$ cat config.mk
export PLATFORM = sky130hd
export DESIGN_NAME = aes_shift_rows_pipe
export DESIGN_NICKNAME = d
export VERILOG_FILES = /design/src/rtl/aes_shift_rows_pipe.sv
export SDC_FILE = /design/constraint.sdc
export NUM_CORES = 1
export LEC_CHECK = 0
export ABC_CLOCK_PERIOD_IN_PS = 13100
export CAP_MARGIN = 15
export CORE_UTILIZATION = 50
export CTS_BUF_LIST = sky130_fd_sc_hd__clkbuf_2 sky130_fd_sc_hd__clkbuf_4 sky130_fd_sc_hd__clkbuf_8
export DETAILED_ROUTE_END_ITERATION = 8
export DONT_BUFFER_PORTS = 1
export PLACE_DENSITY = 0.62
export SKIP_LAST_GASP = 1
export SYNTH_ARGS = -nofsm -noshare
export SYNTH_HDL_FRONTEND = slang
export SYNTH_SLANG_ARGS = --single-unit
$ cat constraint.sdc
create_clock -name clk -period 13.1 [get_ports clk]
set_clock_uncertainty 0.15 [all_clocks]
set_input_delay 2.62 -clock clk [delete_from_list [all_inputs] [get_ports clk]]
set_output_delay 2.62 -clock clk [all_outputs]
set_load 0.005 [all_outputs]
$ cat src/rtl/aes_shift_rows_pipe.sv
// aes_shift_rows_pipe: Rijndael ShiftRows / InvShiftRows for NB = 4, 6, 8
// columns, with a 2-entry output FIFO and valid/ready handshakes.
// Ports:
//   clk, rst (async, active-high), flush (sync clear of buffered blocks)
//   in_valid/in_ready/in_inv/in_state     : upstream block interface
//   out_valid/out_ready/out_inv/out_state : downstream block interface
//   blk_cnt (only with AES_SHIFT_ROWS_CNT_EN) : popped-block counter
module aes_shift_rows_pipe #(
    parameter int NB     = 4,
    parameter int BYTE_W = 8
) (
    input  logic                     clk,
    input  logic                     rst,
    input  logic                     flush,
    input  logic                     in_valid,
    output logic                     in_ready,
    input  logic                     in_inv,
    input  logic [NB*4*BYTE_W-1:0]   in_state,
    output logic                     out_valid,
    input  logic                     out_ready,
    output logic                     out_inv,
`ifdef AES_SHIFT_ROWS_CNT_EN
    output logic [31:0]              blk_cnt,
`endif
    output logic [NB*4*BYTE_W-1:0]   out_state
);

    localparam int W = NB * 4 * BYTE_W;

    if (!(NB == 4 || NB == 6 || NB == 8)) begin : g_bad_nb
        $error("aes_shift_rows_pipe: NB must be 4, 6 or 8");
    end

    // Row offsets; the 8-column block uses the wider Rijndael schedule.
    function automatic int row_off(input int r);
        if (NB == 8) begin
            case (r)
                0:       return 0;
                1:       return 1;
                2:       return 3;
                default: return 4;
            endcase
        end
        return r;
    endfunction

    logic [W-1:0] fwd_w;
    logic [W-1:0] inv_w;
    logic [W-1:0] shifted_w;

    // Source columns are resolved at elaboration: pure wiring.
    for (genvar c = 0; c < NB; c++) begin : g_col
        for (genvar r = 0; r < 4; r++) begin : g_row
            localparam int OFF = row_off(r);
            localparam int FS  = (c + OFF) % NB;
            localparam int IS  = (c - OFF + NB) % NB;
            assign fwd_w[(c*4+r)*BYTE_W +: BYTE_W] =
                in_state[(FS*4+r)*BYTE_W +: BYTE_W];
            assign inv_w[(c*4+r)*BYTE_W +: BYTE_W] =
                in_state[(IS*4+r)*BYTE_W +: BYTE_W];
        end
    end

    assign shifted_w = in_inv ? inv_w : fwd_w;

    logic [W-1:0] mem_q [2];
    logic         minv_q [2];
    logic         wr_q, wr_d;
    logic         rd_q, rd_d;
    logic [1:0]   cnt_q, cnt_d;
    logic         push, pop;

    assign in_ready  = (cnt_q != 2'd2);
    assign out_valid = (cnt_q != 2'd0);
    assign out_state = mem_q[rd_q];
    assign out_inv   = minv_q[rd_q];

    assign push = in_valid && in_ready;
    assign pop  = out_valid && out_ready;

    always_comb begin
        wr_d  = wr_q;
        rd_d  = rd_q;
        cnt_d = cnt_q;
        if (flush) begin
            wr_d  = 1'b0;
            rd_d  = 1'b0;
            cnt_d = 2'd0;
        end else begin
            if (push) wr_d = ~wr_q;
            if (pop)  rd_d = ~rd_q;
            unique case ({push, pop})
                2'b10:   cnt_d = cnt_q + 2'd1;
                2'b01:   cnt_d = cnt_q - 2'd1;
                default: cnt_d = cnt_q;
            endcase
        end
    end

    always_ff @(posedge clk or posedge rst) begin
        if (rst) begin
            wr_q      <= 1'b0;
            rd_q      <= 1'b0;
            cnt_q     <= 2'd0;
            mem_q[0]  <= '0;
            mem_q[1]  <= '0;
            minv_q[0] <= 1'b0;
            minv_q[1] <= 1'b0;
        end else begin
            wr_q  <= wr_d;
            rd_q  <= rd_d;
            cnt_q <= cnt_d;
            if (push && !flush) begin
                mem_q[wr_q]  <= shifted_w;
                minv_q[wr_q] <= in_inv;
            end
        end
    end

`ifdef AES_SHIFT_ROWS_CNT_EN
    logic [31:0] blk_cnt_q, blk_cnt_d;

    // A pop squashed by flush is not a delivered block.
    assign blk_cnt_d = (pop && !flush) ? blk_cnt_q + 32'd1 : blk_cnt_q;
    assign blk_cnt   = blk_cnt_q;

    always_ff @(posedge clk or posedge rst) begin
        if (rst) blk_cnt_q <= '0;
        else     blk_cnt_q <= blk_cnt_d;
    end
`endif

endmodule

==> flow_metrics.py, run 1 <==
metrics = {
    "outcome": {
        "status": "completed",
    },
    "synthesis": {
        "syn_inst": 784,
        "synth_area_per_cell_um2": 15.43,
        "syn_area_um2": 12100,
        "yosysSeqAreaShare": 0.5421,
        "synth_warnings": 0,
        "ys_ff_latch": 262,
        "syn_nets": 918,
        "synth_cell_types": 24,
    },
    "pwr": {
        "max-vdd-ir-drop_mv": 0.1021,
        "power_leakage_uw": 0.005504,
        "p_per_area_nw_per_um2": 173.2,
    },
    "global_route": {
        "grt_pass1_wl_mm": 38.71,
        "grt_usage": 0.2020,
        "grt_overflow": 0,
        "first_global_vias": 7171,
        "grt_antenna_before_repair": 0,
        "grt_max_degree": 111,
    },
    "timing": {
        "rsz0062_at_grt": "no",
        "period_minus_slack_ns": 5.733,
        "whs_ns": 0.3289,
        "max_slew.worst_pin.slew_ns": 1.099,
        "fmax_mhz": 174.4,
        "final-max-slew-violation-count": 0,
        "slew-limit-headroom": 0.2676,
        "tns_ns": 0,
        "finalHoldViolations": 0,
        "setup_viol": 0,
        "period_share": 0.4376,
    },
    "final_layout": {
        "area_growth_pct": 8.534,
        "diodes": 0,
        "drive_gt1_frac": 0.5375,
        "final_nets": 922,
        "fillCellCount": 1887,
        "final_cell_area_um2": 13130,
    },
    "clocking": {
        "clockRootBuffer": "clkbuf_8",
        "htreeDepth": 2,
        "cts-hold-fix-buffers": 0,
        "clockBufferDepth": 3,
        "cts_setup_buffers": 0,
        "ctsResizeCount": 0,
        "worstSkewPairLatency_ns": 0.51,
        "cts_num_sinks": 262,
        "clkTransAtPathRegs_ns": 0.06,
        "cts_tree": "yes",
        "cts_made_buffers": 44,
    },
    "routing": {
        "drtIter0Drc": 241,
        "route.vias.total": 6444,
        "wl_per_cell_um": 21.97,
        "drc": 0,
        "viasPerCell": 5.693,
        "routed_wl_mm": 24.87,
        "ant_nets": 0,
        "first_pass_iters": 4,
    },
    "die": {
        "die-area_um2": 24820,
        "num_rows": 56,
        "ios": 265,
        "core-area_um2": 23610,
        "start_util": 0.5122,
        "fp.dieH_um": 157.5,
        "fp.dieW_um": 157.5,
    },
    "place": {
        "place_area_um2": 12250,
        "gp_congestion": 0.7457,
        "port-buffer-count": 0,
        "dp_hpwl_mm": 15.86,
    },
    "min_path": {
        "hp-start": "mem_q[137]",
        "min_to": "mem_q[137]",
        "hold_path_class": "reg -> reg",
        "worstHoldPathCells": 1,
    },
    "critical_path": {
        "r2r_start": "cnt_q[1]",
        "cp-start-kind": "flip-flop",
        "critPathMaxFanout": 71,
        "regToRegEndpoint": "mem_q[48]",
        "r2r_slack_ns": 9.82,
        "crit_arrival_ns": 2.96,
        "critPathRequiredTime_ns": 10.33,
        "crit_type": "reg -> out",
        "endpoint_kind": "output port",
        "worstRegToRegCells": 6,
    },
    "flow_run": {
        "max_cap_viol_count": 0,
    },
}
[kinds of logic (layout without fill, tap and decap cells)]
family,count (synthesis),after routing,synth area share
multiplexers,452,452,0.4207
flip-flops,262,262,0.5421
buffers and inverters,52,81,0.02721
AND/OR/NAND/NOR,9,9,0.005586
AO/OA/AOI/OAI,8,8,0.003725
XOR/XNOR,1,1,0.0007242
[worst max path at each step]
stage | from | to | slack (ns) | depth (start not counted)
floorplan | rst | cnt_q[0] | 3.12 | 1
global placement | in_valid | mem_q[152] | 7.81 | 5
detailed placement | in_valid | mem_q[152] | 7.74 | 5
CTS | rd_q | out_state[63] | 7.31 | 2
global route | rd_q | out_state[63] | 7.20 | 2
finish | rd_q | out_state[63] | 7.37 | 2
[placed cells by master (no fill, tap or decap), types with 2 or more instances in the layout]
cell	count
a21oi_1	4
buf_4	7
clkbuf_4	13
clkbuf_8	56
clkinv_2	2
dfrtp_1	261
mux2_1	99
mux2_2	352
o21ai_0	2
or2_2	2
[critical path, cell delays in order (launching register included)]
cell and delay, ns:
dfrtp_4 0.98, buf_4 0.93, mux2_2 0.47
[registers in the layout, summed over array words and instances (netlist names)]
register,count
rd_q,1
minv_q,2
wr_q,1
mem_q,256
cnt_q,2
[Yosys cell counts, drive strengths merged]
master	count	area, um^2
inv	3	11.26
nand4b	1	8.760
a21oi	4	20.02
a21o	1	7.510
clkbuf	15	56.30
o21ai	2	10.01
nor4	1	12.51
nor2b	1	8.760
mux2i	1	10.01
buf	34	261.5
or2	2	12.51
or3	1	6.260
dfrtp	262	6556
nor2	1	3.750
mux2	451	5079
nand3b	1	7.510
o211ai	1	7.510
nor3b	1	7.510
xor2	1	8.760
[per-stage QoR]
step | worst slack, ns | cells | power, uW | util
after floorplan | 3.118 | 784 | 1467 | -
after global placement | 7.810 | 1061 | 1539 | 0.5188
after detailed placement | 7.735 | 1061 | 1578 | 0.5188
after CTS | 7.309 | 1132 | 2309 | 0.5560
after global routing | 7.198 | 1132 | 2405 | 0.5560
final | 7.367 | 1132 | 2273 | 0.5560
[area by class of cell]
class                           instances  area [um^2]  area share
Clock buffer                           69        868.3     0.06615
Clock inverter                          2        10.01   0.0007625
Inverter                                3        18.77    0.001430
Multi-Input combinational cell        470         5219      0.3975
Sequential cell                       262         6560      0.4997
Tap cell                              319        399.1     0.03040
Timing Repair Buffer                    7        52.55    0.004003
[layer usage]
| layer | share of wire | vias to the layer above | global-route usage |
|---|---|---|---|
| met2 | 0.49 | 206 | 0.3399 |
| met3 | 0.090 | 54 | 0.07654 |
| li1 | - | 2845 | - |
| met5 | 0 | - | 0 |
| met4 | 0.030 | 0 | 0.07721 |
| met1 | 0.39 | 3339 | 0.2327 |
[power by group]
group	leakage (uW)	internal [uW]	switching, uW	total [uW]
Clock	0.000470	415	302	717
Sequential	0.00312	1020	103	1120
Combinational	0.00191	255	179	434
Total	0.00550	1690	584	2270
Power figures use the tool's default switching activity.
==> run 2, diff against run 1 <==
Settings changed: ABC_CLOCK_PERIOD_IN_PS 13100 to 4900, PLACE_DENSITY 0.62 to 0.65.
Clock period 13.1 ns to 4.9 ns, I/O delays scaled along.
==> run 2 against run 1 <==
  * Cell area grew 0.42%
  * Combinational power grew to 2.6 times the previous value
  * Cell count grew 0.80%
  * Utilization grew 0.23 points
  * Critical path depth is the same
  * Worst hold slack lost 0.10 ns
  * Highest routed layer unchanged
  * Critical endpoint is now out_state[72]
  * Sequential power grew to 2.7 times the previous value
  * Non-clock buffer count grew 2
  * Power grew to 2.7 times the previous value
  * Global-route usage grew 0.28 points
==> flow_metrics.py, run 2 (synthesized netlist as in run 1, its figures left out) <==
metrics = {
    "min_path": {
        "hold_path_class": "in -> async",
    },
    "routing": {
        "viasPerCell": 5.663,
        "ant_nets": 0,
        "first_pass_iters": 4,
        "drtIter0Drc": 185,
        "routed_wl_mm": 25.19,
        "wl_per_cell_um": 22.08,
        "drc": 0,
        "route.vias.total": 6462,
    },
    "die": {
        "ios": 265,
        "num_rows": 56,
        "fp.dieH_um": 157.5,
        "start_util": 0.5122,
        "fp.dieW_um": 157.5,
        "core-area_um2": 23610,
        "die-area_um2": 24820,
    },
    "clocking": {
        "cts-hold-fix-buffers": 0,
        "clkTransAtPathRegs_ns": 0.06,
        "htreeDepth": 2,
        "cts_made_buffers": 45,
        "clockBufferDepth": 3,
        "ctsResizeCount": 0,
        "clockRootBuffer": "clkbuf_8",
        "cts_setup_buffers": 0,
        "cts_tree": "yes",
        "worstSkewPairLatency_ns": 0.53,
        "cts_num_sinks": 262,
    },
    "timing": {
        "max_slew.worst_pin.slew_ns": 0.8128,
        "rsz0062_at_grt": "no",
        "period_share": 0.7167,
        "setup_viol": 0,
        "final-max-slew-violation-count": 0,
        "finalHoldViolations": 0,
        "tns_ns": 0,
        "fmax_mhz": 284.8,
        "slew-limit-headroom": 0.4581,
        "period_minus_slack_ns": 3.512,
    },
    "global_route": {
        "grt_antenna_before_repair": 0,
        "grt_usage": 0.2048,
        "grt_overflow": 0,
        "grt_pass1_wl_mm": 38.91,
        "grt_max_degree": 130,
        "first_global_vias": 7258,
    },
    "final_layout": {
        "mostFrequentLayoutCell": "mux2_2",
        "final_cell_area_um2": 13180,
        "final_cell_mix": "mux2_2, dfrtp_1, mux2_1, clkbuf_8, clkbuf_4",
        "largest_reg_flops": 256,
        "top_regs": "mem_q (256), cnt_q (2), minv_q (2)",
        "registers.top_by_ff_count": "mem_q",
        "final_cells": 1141,
        "area_growth_pct": 8.989,
        "fillCellCount": 1969,
        "diodes": 0,
        "final_nets": 925,
        "drive_gt1_frac": 0.5426,
    },
    "critical_path": {
        "r2r_slack_ns": 2.53,
        "crit_type": "reg -> out",
        "crit_path_start": "rd_q",
        "worstRegToRegCells": 5,
        "endpoint_kind": "output port",
        "regToRegEndpoint": "mem_q[9]",
        "crit_arrival_ns": 2.38,
        "r2r_start": "cnt_q[1]",
        "critPathMaxFanout": 46,
        "critPathRequiredTime_ns": 3.77,
        "cp-start-kind": "flip-flop",
    },
    "place": {
        "place_area_um2": 12290,
        "port-buffer-count": 0,
        "dp.cells": 1063,
        "dp_hpwl_mm": 16.55,
        "gp_congestion": 0.7804,
    },
    "pwr": {
        "power_frac_seq": 0.495,
        "p_clk_frac": 0.319,
        "swShare": 0.2620,
        "switchingPower_uw": 1608,
        "power_leakage_uw": 0.005535,
        "combPwrFrac": 0.187,
        "max-vdd-ir-drop_mv": 0.2291,
        "p_per_area_nw_per_um2": 465.5,
        "p_int_uw": 4529,
    },
    "outcome": {
        "status": "completed",
    },
    "flow_run": {
        "max_cap_viol_count": 0,
    },
}
## run 2: cell types whose count changed in the layout (fill, tap and decap cells not counted)
cell	previous run	this run
clkbuf_4	13	20
clkbuf_8	56	49
clkinv_2	2	7
buf_12	0	2
clkinvlp_4	0	2
bufinv_16	0	1
inv_8	1	0
## run 2: power groups by stage
stage / Clock [uW] / Combinational (uW) / Sequential [uW]
floorplan: 0 / 998 / 2920
global placement: 0 / 1100 / 3040
detailed placement: 0 / 1170 / 3070
CTS: 2020 / 1170 / 3040
global route: 2120 / 1250 / 3100
finish: 1960 / 1140 / 3040
## run 2: layout make-up
type                       count  area [um^2]  share of cell area
sequential                   262         6560              0.4976
multi-input combinational    470         5219              0.3959
clock buffer                  69        824.5             0.06255
tap                          319        399.1             0.03028
timing repair buffer           9        92.59            0.007024
clock inverter                 9        72.57            0.005505
inverter                       3        15.01            0.001139
## run 2: critical path, stage by stage (launching register included)
cell and delay [ns]:
dfrtp_4 0.84, buf_4 0.51, mux2_2 0.42
## run 2: how the worst max path moves through the flow
stage,end,slack [ns],depth (start not counted)
after floorplan,cnt_q[0],0.31,1
after global placement,out_state[73],1.96,2
after detailed placement,out_state[72],1.91,2
after CTS,out_state[72],1.31,2
after global routing,out_state[71],1.27,2
final,out_state[72],1.39,2
## run 2: per-stage QoR
step | power, uW | hold WS [ns] | worst slack, ns | util
after floorplan | 3923 | 0.3041 | 0.3145 | -
final | 6137 | 0.2259 | 1.388 | 0.5583
after global routing | 6480 | 0.2376 | 1.266 | 0.5583
after CTS | 6226 | 0.2162 | 1.313 | 0.5583
after detailed placement | 4236 | 0.3208 | 1.906 | 0.5203
after global placement | 4142 | 0.3131 | 1.959 | 0.5203
## run 2: metal layers
| metal | GRT usage | up-vias | wire length [um] |
|---|---|---|---|
| met5 | 0 | - | 0 |
| met4 | 0.07859 | 0 | 741 |
| met3 | 0.08315 | 62 | 2424 |
| met2 | 0.3420 | 208 | 12310 |
| met1 | 0.2343 | 3332 | 9710 |
| li1 | - | 2860 | - |
==> run 3, diff against run 2 <==
Settings changed: ABC_CLOCK_PERIOD_IN_PS 4900 to 2900.
Clock period 4.9 ns to 2.9 ns, I/O delays scaled along.
==> run 3 against run 2 <==
  * Wire length up 2.2%
  * Combinational power is 76% higher
  * Sequential cell count stayed put
  * Via count up 2.8%
  * Clock power rose by 75%
  * Sequential share of layout area down 2.1 points
  * Largest cell class unchanged
==> flow_metrics.py, run 3 (synthesized netlist as in run 1, its figures left out) <==
metrics = {
    "outcome": {
        "status": "completed",
    },
    "die": {
        "die-area_um2": 24820,
        "num_rows": 56,
        "ios": 265,
        "core-area_um2": 23610,
        "fp.dieW_um": 157.5,
        "start_util": 0.5122,
        "fp.dieH_um": 157.5,
    },
    "timing": {
        "slew-limit-headroom": 0.4961,
        "final-max-slew-violation-count": 0,
        "finalHoldViolations": 0,
        "rsz0062_at_grt": "no",
        "max_slew.worst_pin.slew_ns": 0.7542,
        "period_minus_slack_ns": 2.709,
        "setup_viol": 0,
        "period_share": 0.9343,
        "whs_ns": 0.03486,
        "fmax_mhz": 369.1,
    },
    "place": {
        "port-buffer-count": 0,
        "place_area_um2": 12460,
        "dp_hpwl_mm": 17.04,
        "gp_congestion": 0.7773,
        "dp.cells": 1068,
    },
    "final_layout": {
        "largest_reg_flops": 256,
        "area_growth_pct": 13.85,
        "fillCellCount": 1848,
        "mostFrequentLayoutCell": "mux2_2",
        "final_cell_area_um2": 13770,
        "final_util": 0.5832,
        "final_cells": 1184,
        "diodes": 0,
        "final_cell_mix": "mux2_2, dfrtp_1, mux2_1, clkbuf_8, dlygate4sd3_1",
        "top_regs": "mem_q (256), cnt_q (2), minv_q (2)",
        "drive_gt1_frac": 0.5249,
        "registers.top_by_ff_count": "mem_q",
        "final_nets": 964,
    },
    "global_route": {
        "grt_pass1_wl_mm": 40.72,
        "first_global_vias": 7604,
        "grt_usage": 0.2118,
        "grt_antenna_before_repair": 0,
        "grt_overflow": 0,
        "grt_max_degree": 75,
    },
    "flow_run": {
        "max_cap_viol_count": 0,
    },
    "min_path": {
        "hold_path_class": "in -> reg",
    },
    "clocking": {
        "clkTransAtPathRegs_ns": 0.06,
        "worstSkewPairLatency_ns": 0.52,
        "cts_setup_buffers": 0,
        "clockBufferDepth": 3,
        "cts_tree": "yes",
        "clockRootBuffer": "clkbuf_8",
        "cts_made_buffers": 44,
        "htreeDepth": 2,
        "cts-hold-fix-buffers": 25,
        "ctsResizeCount": 0,
        "cts_num_sinks": 262,
    },
    "routing": {
        "drtIter0Drc": 200,
        "routed_wl_mm": 25.73,
        "drc": 0,
        "route.vias.total": 6640,
        "viasPerCell": 5.608,
        "first_pass_iters": 4,
        "wl_per_cell_um": 21.73,
        "ant_nets": 0,
    },
    "critical_path": {
        "endpoint_kind": "output port",
        "crit_arrival_ns": 1.98,
        "critPathRequiredTime_ns": 2.17,
        "crit_type": "reg -> out",
        "critPathMaxFanout": 42,
        "cp-start-kind": "flip-flop",
    },
    "pwr": {
        "power_leakage_uw": 0.005775,
        "p_per_area_nw_per_um2": 767.4,
        "power.total_uw": 10570,
        "max-vdd-ir-drop_mv": 0.3969,
    },
}
-- run 3: through the flow --
step	setup WS (ns)	setup TNS, ns
global placement	0.7566	0
floorplan	-1.286	-336.81
global route	0.09419	0
CTS	0.1516	0
finish	0.1906	0
detailed placement	0.7399	0
-- run 3: worst max-delay path: stages, from the launching register on --
cell,delay (ns)
dfrtp_4,0.71
buf_12,0.29
mux2_2,0.39
-- run 3: cell type report --
| cell class | instances | area (um^2) | share of cell area |
|---|---|---|---|
| inverters | 3 | 15.01 | 0.001090 |
| repair buffers | 49 | 618.1 | 0.04488 |
| well taps | 319 | 399.1 | 0.02898 |
| flip-flops and latches | 262 | 6560 | 0.4764 |
| clock buffers | 77 | 934.6 | 0.06787 |
| clock inverters | 4 | 25.02 | 0.001817 |
| multi-input cells | 470 | 5219 | 0.3790 |
-- run 3: metal layers --
layer / vias to the layer above / wire [um] / track usage / share of wire
met2: 213 / 12890 / 0.3607 / 0.50
met3: 61 / 2139 / 0.07351 / 0.083
li1: 2947 / - / - / -
met5: - / 0 / 0 / 0
met1: 3419 / 9973 / 0.2445 / 0.39
met4: 0 / 733 / 0.08091 / 0.028
-- run 3: final timing paths --
kind	from	endpoint	slack, ns	cells past startpoint
max in group asynchronous	rst	mem_q[236]	1.25	3
worst max-delay path	rd_q	out_state[43]	0.19	2
worst min-delay path	in_state[35]	mem_q[35]	0.03	1
worst max register to register	cnt_q[1]	mem_q[126]	0.74	5
worst min register to register	mem_q[131]	mem_q[131]	0.33	1
min in group asynchronous	rst	mem_q[107]	0.51	2
-- run 3: report_power, final --
part,internal [uW],switching (uW),total [uW]
logic,1210,801,2010
clock network,2020,1410,3430
registers,4610,523,5130
